[config.mk]
export PLATFORM = sky130hd
export DESIGN_NAME = mdu_seq_flat
export DESIGN_NICKNAME = d
export VERILOG_FILES = /design/src/rtl/mdu_seq_if.sv /design/src/rtl/mdu_seq.sv /design/src/flat_wrapper.sv
export SDC_FILE = /design/constraint.sdc
export NUM_CORES = 2
export LEC_CHECK = 0
export CAP_MARGIN = 30
export CORE_MARGIN = 2
export CORE_UTILIZATION = 55
export DETAILED_ROUTE_END_ITERATION = 10
export PLACE_DENSITY = 0.83
export SETUP_SLACK_MARGIN = 0.2
export SYNTH_ARGS = -nofsm -noshare
export SYNTH_HDL_FRONTEND = slang
export SYNTH_SLANG_ARGS = --single-unit
[constraint.sdc]
create_clock -name clk -period 17.7 [get_ports clk]
set_input_delay 5.31 -clock clk [delete_from_list [all_inputs] [get_ports clk]]
set_output_delay 5.31 -clock clk [all_outputs]
set_load 0.02 [all_outputs]
[src/rtl/mdu_seq_if.sv]
// Handshake and result bundle between the EX stage and the multi-cycle multiply/divide unit.
`timescale 1ns/1ps
interface mdu_seq_if #(
  parameter int WIDTH = 32
);
  logic             start;
  logic [2:0]       mdu_op;
  logic             msub;
  logic [WIDTH-1:0] A1;
  logic [WIDTH-1:0] A2;
  logic             flush;
  logic             busy;
  logic             done;
  logic [WIDTH-1:0] hi;
  logic [WIDTH-1:0] lo;

  modport master (
    output start, mdu_op, msub, A1, A2, flush,
    input  busy, done, hi, lo
  );

  modport slave (
    input  start, mdu_op, msub, A1, A2, flush,
    output busy, done, hi, lo
  );
endinterface

[src/rtl/mdu_seq.sv]
// Multi-cycle multiply/divide unit with HI/LO registers: mult/multu/madd/msub in MUL_CYCLES,
// div/divu by radix-2 restoring division in WIDTH cycles, mthi/mtlo in a single cycle.
`timescale 1ns/1ps
module mdu_seq #(
  parameter int WIDTH      = 32,
  parameter int MUL_CYCLES = 5
) (
  input  logic       clk,
  input  logic       reset,
  mdu_seq_if.slave   bus
);

  localparam int MAXN = (WIDTH > MUL_CYCLES) ? WIDTH : MUL_CYCLES;
  localparam int CW   = $clog2(MAXN + 1);

  typedef enum logic [1:0] {
    S_IDLE = 2'd0,
    S_MUL  = 2'd1,
    S_DIV  = 2'd2
  } state_t;

  typedef enum logic [2:0] {
    OP_NONE  = 3'd0,
    OP_MULT  = 3'd1,
    OP_MULTU = 3'd2,
    OP_DIV   = 3'd3,
    OP_DIVU  = 3'd4,
    OP_MTHI  = 3'd5,
    OP_MTLO  = 3'd6,
    OP_MADD  = 3'd7
  } op_t;

  state_t           r_state;
  state_t           w_state_nx;
  op_t              w_op;
  op_t              r_op;
  logic             r_sub;
  logic [WIDTH-1:0] r_a;
  logic [WIDTH-1:0] r_b;
  logic [CW-1:0]    r_cnt;
  logic             r_done;
  logic [WIDTH-1:0] r_hi;
  logic [WIDTH-1:0] r_lo;

  // Divider state: dividend magnitude shifts out of r_quo while quotient bits shift in.
  logic [WIDTH-1:0] r_quo;
  logic [WIDTH-1:0] r_rem;
  logic [WIDTH-1:0] r_dvs;
  logic             r_neg_q;
  logic             r_neg_r;

  logic             w_accept;
  logic             w_finish;
  logic             w_div_signed;
  logic [WIDTH-1:0] w_mag_a;
  logic [WIDTH-1:0] w_mag_b;

  logic [WIDTH:0]   w_rem_shift;
  logic [WIDTH:0]   w_diff;
  logic             w_ge;
  logic [WIDTH-1:0] w_quo_nx;
  logic [WIDTH-1:0] w_rem_nx;
  logic             w_dz;

  logic [2*WIDTH-1:0] w_mul_a;
  logic [2*WIDTH-1:0] w_mul_b;
  logic [2*WIDTH-1:0] w_prod;
  logic [2*WIDTH-1:0] w_hilo;
  logic [2*WIDTH-1:0] w_mul_res;
  logic [WIDTH-1:0]   w_hi_res;
  logic [WIDTH-1:0]   w_lo_res;

  assign w_op     = op_t'(bus.mdu_op);
  assign w_accept = bus.start && !bus.flush && (r_state == S_IDLE);

  // Operand conditioning at acceptance: signed divide works on magnitudes.
  assign w_div_signed = (w_op == OP_DIV);
  assign w_mag_a = (w_div_signed && bus.A1[WIDTH-1]) ? -bus.A1 : bus.A1;
  assign w_mag_b = (w_div_signed && bus.A2[WIDTH-1]) ? -bus.A2 : bus.A2;

  // One restoring-division step per cycle.
  assign w_rem_shift = {r_rem, r_quo[WIDTH-1]};
  assign w_diff      = w_rem_shift - {1'b0, r_dvs};
  assign w_ge        = !w_diff[WIDTH];
  assign w_quo_nx    = {r_quo[WIDTH-2:0], w_ge};
  assign w_rem_nx    = w_ge ? w_diff[WIDTH-1:0] : w_rem_shift[WIDTH-1:0];
  assign w_dz        = (r_b == '0);

  // Multiplier works on latched operands only, so hi/lo never follow A1/A2 combinationally.
  assign w_mul_a   = {{WIDTH{(r_op != OP_MULTU) && r_a[WIDTH-1]}}, r_a};
  assign w_mul_b   = {{WIDTH{(r_op != OP_MULTU) && r_b[WIDTH-1]}}, r_b};
  assign w_prod    = w_mul_a * w_mul_b;
  assign w_hilo    = {r_hi, r_lo};
  assign w_mul_res = (r_op != OP_MADD) ? w_prod :
                     r_sub             ? (w_hilo - w_prod) : (w_hilo + w_prod);

  always_comb begin
    // NOTE: every output of a combinational block gets a default first so no path can infer a latch.
    w_hi_res = w_mul_res[2*WIDTH-1:WIDTH];
    w_lo_res = w_mul_res[WIDTH-1:0];
    if (r_state == S_DIV) begin
      if (w_dz) begin
        w_hi_res = r_a;
        w_lo_res = '1;
      end else begin
        w_hi_res = r_neg_r ? -w_rem_nx : w_rem_nx;
        w_lo_res = r_neg_q ? -w_quo_nx : w_quo_nx;
      end
    end
  end

  always_comb begin
    w_state_nx = r_state;
    w_finish   = 1'b0;
    case (r_state)
      S_IDLE: begin
        if (w_accept) begin
          case (w_op)
            OP_MULT, OP_MULTU, OP_MADD: w_state_nx = S_MUL;
            OP_DIV, OP_DIVU:            w_state_nx = S_DIV;
            default:                    w_state_nx = S_IDLE;
          endcase
        end
      end
      S_MUL, S_DIV: begin
        if (bus.flush) begin
          w_state_nx = S_IDLE;
        end else if (r_cnt == CW'(1)) begin
          w_state_nx = S_IDLE;
          w_finish   = 1'b1;
        end
      end
      default: w_state_nx = S_IDLE;
    endcase
  end

  // NOTE: sequential state uses non-blocking assignments so every register samples pre-edge values.
  always_ff @(posedge clk or negedge reset) begin
    if (!reset) begin
      r_state <= S_IDLE;
    end else begin
      r_state <= w_state_nx;
    end
  end

  // NOTE: every datapath register is a flop, so all of them, operand latches included, take the reset.
  always_ff @(posedge clk or negedge reset) begin
    if (!reset) begin
      r_op    <= OP_NONE;
      r_sub   <= 1'b0;
      r_a     <= '0;
      r_b     <= '0;
      r_cnt   <= '0;
      r_done  <= 1'b0;
      r_hi    <= '0;
      r_lo    <= '0;
      r_quo   <= '0;
      r_rem   <= '0;
      r_dvs   <= '0;
      r_neg_q <= 1'b0;
      r_neg_r <= 1'b0;
    end else begin
      r_done <= w_finish;
      if (w_accept) begin
        case (w_op)
          OP_MTHI: r_hi <= bus.A1;
          OP_MTLO: r_lo <= bus.A1;
          OP_MULT, OP_MULTU, OP_MADD: begin
            r_op  <= w_op;
            r_sub <= bus.msub;
            r_a   <= bus.A1;
            r_b   <= bus.A2;
            r_cnt <= CW'(MUL_CYCLES);
          end
          OP_DIV, OP_DIVU: begin
            r_op    <= w_op;
            r_a     <= bus.A1;
            r_b     <= bus.A2;
            r_quo   <= w_mag_a;
            r_rem   <= '0;
            r_dvs   <= w_mag_b;
            r_neg_q <= w_div_signed && (bus.A1[WIDTH-1] ^ bus.A2[WIDTH-1]);
            r_neg_r <= w_div_signed && bus.A1[WIDTH-1];
            r_cnt   <= CW'(WIDTH);
          end
          default: ;
        endcase
      end else if ((r_state != S_IDLE) && !bus.flush) begin
        r_cnt <= r_cnt - CW'(1);
        if (r_state == S_DIV) begin
          r_quo <= w_quo_nx;
          r_rem <= w_rem_nx;
        end
        if (w_finish) begin
          r_hi <= w_hi_res;
          r_lo <= w_lo_res;
        end
      end
    end
  end

  assign bus.busy = (r_state != S_IDLE);
  assign bus.done = r_done;
  assign bus.hi   = r_hi;
  assign bus.lo   = r_lo;

endmodule

[src/flat_wrapper.sv]
// flat-port wrapper written by rule: the top's interface ports become plain ports
module mdu_seq_flat 
#(
  parameter int WIDTH      = 32,
  parameter int MUL_CYCLES = 5
)
  (clk, reset, bus_start, bus_mdu_op, bus_msub, bus_A1, bus_A2, bus_flush, bus_busy, bus_done, bus_hi, bus_lo);
  mdu_seq_if #(.WIDTH(WIDTH)) bus_i ();
  input  logic clk;
  input  logic reset;
  input wire logic [$bits(bus_i.start)-1:0] bus_start;
  input wire logic [$bits(bus_i.mdu_op)-1:0] bus_mdu_op;
  input wire logic [$bits(bus_i.msub)-1:0] bus_msub;
  input wire logic [$bits(bus_i.A1)-1:0] bus_A1;
  input wire logic [$bits(bus_i.A2)-1:0] bus_A2;
  input wire logic [$bits(bus_i.flush)-1:0] bus_flush;
  output wire logic [$bits(bus_i.busy)-1:0] bus_busy;
  output wire logic [$bits(bus_i.done)-1:0] bus_done;
  output wire logic [$bits(bus_i.hi)-1:0] bus_hi;
  output wire logic [$bits(bus_i.lo)-1:0] bus_lo;
  assign bus_i.start = bus_start;
  assign bus_i.mdu_op = bus_mdu_op;
  assign bus_i.msub = bus_msub;
  assign bus_i.A1 = bus_A1;
  assign bus_i.A2 = bus_A2;
  assign bus_i.flush = bus_flush;
  assign bus_busy = bus_i.busy;
  assign bus_done = bus_i.done;
  assign bus_hi = bus_i.hi;
  assign bus_lo = bus_i.lo;
  mdu_seq #(.WIDTH(WIDTH), .MUL_CYCLES(MUL_CYCLES)) u_core (.clk(clk), .reset(reset), .bus(bus_i));
endmodule
==> run_results.csv <==
group,metric,value,unit
logic_synthesis,yosysSeqAreaShare,0.100,
clock_tree,ctsLongestPathBuffers,3,
floorplan,die_h,333,microns
drt,vias,50600,
clock_tree,cts_buffers,27,
floorplan,ios,138,
timing,rsz0062_at_grt,"no",
floorplan,row_count,120,
timing,setup_viol,0,
logic_synthesis,ys_seq_elements,239,
critical_path,worst-path-max-fanout,24,
critical_path,arrival,13.39,ns
floorplan,start_util,0.556,
timing,slew_headroom,0.261,
drt,final_antenna_net_count,0,
drt,wl,189000,microns
logic_synthesis,syn_avg_cell_area,8.56,sq um
grt,grt_pass1_vias,53000,
clock_tree,cts-htree-levels,1,
placed_design,numPortBuffers,137,
critical_path,path_delay_family,"adder cells",
logic_synthesis,synth-edff-count,0,
clock_tree,cts_resized,0,
clock_tree,holdBufCountCts,0,
grt,grt_overflow,0,
drt,avgViaCountPerCell,6.16,
min_path,hold_path_class,"flop to flop",
critical_path,crit_slowest_cell,"nor4_1",
grt,grt_pass1_wl,299000,microns
timing,post-route-min-period,12.89,ns
drt,first_pass_iters,6,
run_status,status,"complete, no violations",
timing,hold_violations,0,
logic_synthesis,synth_cells,6960,
logic_synthesis,synth_top_cell_area_share,0.379,
logic_synthesis,yosys.area.top_type,"fa_1",
grt,antenna_found_initial,7,
clock_tree,cts_tree,"done",
run,max-cap-violations,0,
timing,finalClockSkew,0.0412,ns
logic_synthesis,synth_fp_nets,8475,
critical_path,startpoint_type,"flop",
critical_path,slowest_delay,0.68,ns
final_layout,drive_above_1_share,0.0447,
critical_path,cp-end-kind,"flop",
placed_design,hpwl,147000,microns
critical_path,path_buf_inv,7,
timing,worst_pin_slew,1.11,ns
drt,remaining_drc_errors,0,
timing,drv_slew,0,
logic_synthesis,synth_area_leaders,"fa_1 (38%), dfrtp_1 (10%), inv_1 (7.2%)",
final_layout,finish.instance_area,62800,sq um
timing,whs,0.482,ns
floorplan,die-area,111000,sq um
final_layout,syn_to_final_growth,5.45,%
clock_tree,cts_sinks,239,
placed_design,place.gp.congestion,1.01,
clock_tree,postCtsSetupRepairBufs,0,
drt,drt_iter0_drc,5104,
timing,finalSetupTns,0,ns
clock_tree,clk_latency,0.61,ns
grt,grt_max_degree,116,
logic_synthesis,synth_cell_types,103,
drt,wl_per_cell,23.0,microns
logic_synthesis,async_flop_share,1.00,
timing,finalCritPeriodShare,0.728,
critical_path,critPathKind,"flop to flop",
logic_synthesis,ys.flop_type,"dfrtp_1",
placed_design,postPlaceCellArea,61900,sq um
critical_path,cp_common_cell,"fa_1",
floorplan,die_w,333,microns
timing,fmax,77.6,MHz
logic_synthesis,ys_warn_count,0,
floorplan,core_area,107000,sq um
final_layout,nets,8302,
critical_path,required,18.19,ns
grt,gr-usage-all-layers,0.345,
logic_synthesis,syn-cell-area,59600,sq um
clock_tree,clkSlewWorstSetupHoldPaths,0.07,ns
clock_tree,cts-root-buf,"clkbuf_16",
cell usage in the layout (no fill, tap or decap), types with 28 or more instances in the layout:
master and n:
nor4_1 41, a211oi_1 36, mux2_2 74, and2_1 316, or2_2 28, nand4_1 36, and3_1 43, nand3_1 83
nand2_1 1059, nor2b_1 28, dfrtp_1 235, o21ai_0 285, a21oi_1 328, mux2i_1 37, xnor2_1 200, nor3_1 65
ha_1 315, clkdlybuf4s50_1 136, buf_4 97, fa_1 1127, nor2_1 300, a31oi_1 63, a21o_1 75, xor2_1 117
o211ai_1 41, inv_1 1145
tightest hold or removal path: stages, from the launching register on:
cell,delay [ns]
dfrtp_1,0.34
nand2_1,0.04
o21ai_0,0.06
routing by layer:
layer / GRT usage / wire, microns / vias to the layer above
met1: 0.443 / 70900 / 25400
li1: - / - / 21700
met2: 0.559 / 87500 / 2809
met4: 0.175 / 11600 / 8
met3: 0.0676 / 18600 / 686
met5: 0 / 57 / -
per-stage QoR:
step / util / cells / setup WS [ns]
floorplan: - / 6960 / 6.92
global placement: 0.577 / 8158 / 5.28
detailed placement: 0.577 / 8159 / 5.00
CTS: 0.586 / 8209 / 5.03
global route: 0.586 / 8211 / 4.08
finish: 0.586 / 8216 / 4.81
area by class of cell:
cell class	instances	area (sq um)
Tap cell	1403	1760
Multi-Input combinational cell	5135	47700
Antenna cell	5	12.5
Inverter	1147	4310
Clock inverter	9	113
Timing Repair Buffer	237	2160
Fill cell	9128	44400
Sequential cell	239	5990
Clock buffer	41	808
path summary, 6_finish.rpt:
path / from / to / slack, ns / cells after the start
min in group asynchronous: reset / u_core.r_rem[18]$_DFFE_PN0P_ / 4.77 / 1
setup / recovery: u_core.r_a[24]$_DFFE_PN0P_ / u_core.bus.hi[30]$_DFFE_PN0P_ / 4.81 / 41
setup reg to reg: u_core.r_a[24]$_DFFE_PN0P_ / u_core.bus.hi[30]$_DFFE_PN0P_ / 4.81 / 41
max in group asynchronous: reset / u_core.r_quo[15]$_DFFE_PN0P_ / 10.90 / 4
hold / removal: u_core.r_dvs[10]$_DFFE_PN0P_ / u_core.r_dvs[10]$_DFFE_PN0P_ / 0.48 / 2
hold reg to reg: u_core.r_dvs[10]$_DFFE_PN0P_ / u_core.r_dvs[10]$_DFFE_PN0P_ / 0.48 / 2
logic make-up after synthesis:
logic type | after synthesis | synth area share
AND/OR/NAND/NOR | 2132 | 0.167
buffers and inverters | 1586 | 0.100
adder cells (fa/ha/maj) | 1443 | 0.445
AO/OA/AOI/OAI | 1131 | 0.121
XOR/XNOR | 318 | 0.0469
flip-flops | 239 | 0.100
multiplexers | 111 | 0.0202
cell usage after synthesis, types with 19 or more instances:
| cell | instances |
|---|---|
| clkbuf_1 | 400 |
| nor2_1 | 303 |
| nand3_1 | 84 |
| xor2_1 | 117 |
| a221oi_1 | 21 |
| o31ai_1 | 25 |
| xnor2_1 | 200 |
| a31oi_1 | 63 |
| a21o_1 | 75 |
| a211oi_1 | 36 |
| a21oi_1 | 330 |
| mux2i_1 | 37 |
| or2_2 | 28 |
| o211ai_1 | 41 |
| and3_1 | 44 |
| nor3_1 | 65 |
| ha_1 | 316 |
| mux2_2 | 74 |
| nor4_1 | 41 |
| o21ai_0 | 287 |
| and2_1 | 317 |
| nor2b_1 | 28 |
| nand2_1 | 1060 |
| nand2b_1 | 25 |
| fa_1 | 1127 |
| inv_1 | 1145 |
| buf_1 | 19 |
| nand4_1 | 36 |
| dfrtp_1 | 239 |
| or3_1 | 25 |
| o21a_1 | 27 |
sequential cells by signal, indices dropped and copies added, names as in the netlist:
name             count
u_core.r_a          32
u_core.r_sub         1
u_core.r_op          3
u_core.r_state       2
u_core.r_neg_q       1
u_core.r_quo        32
u_core.r_b          32
u_core.r_rem        32
u_core.r_cnt         6
u_core.bus.hi       32
u_core.bus.lo       32
u_core.r_neg_r       1
u_core.r_dvs        32
u_core.bus.done      1
Power is left out: the tool's default activity adds up to more than one toggle a clock period on the data nets, which glitch-free logic cannot reach.
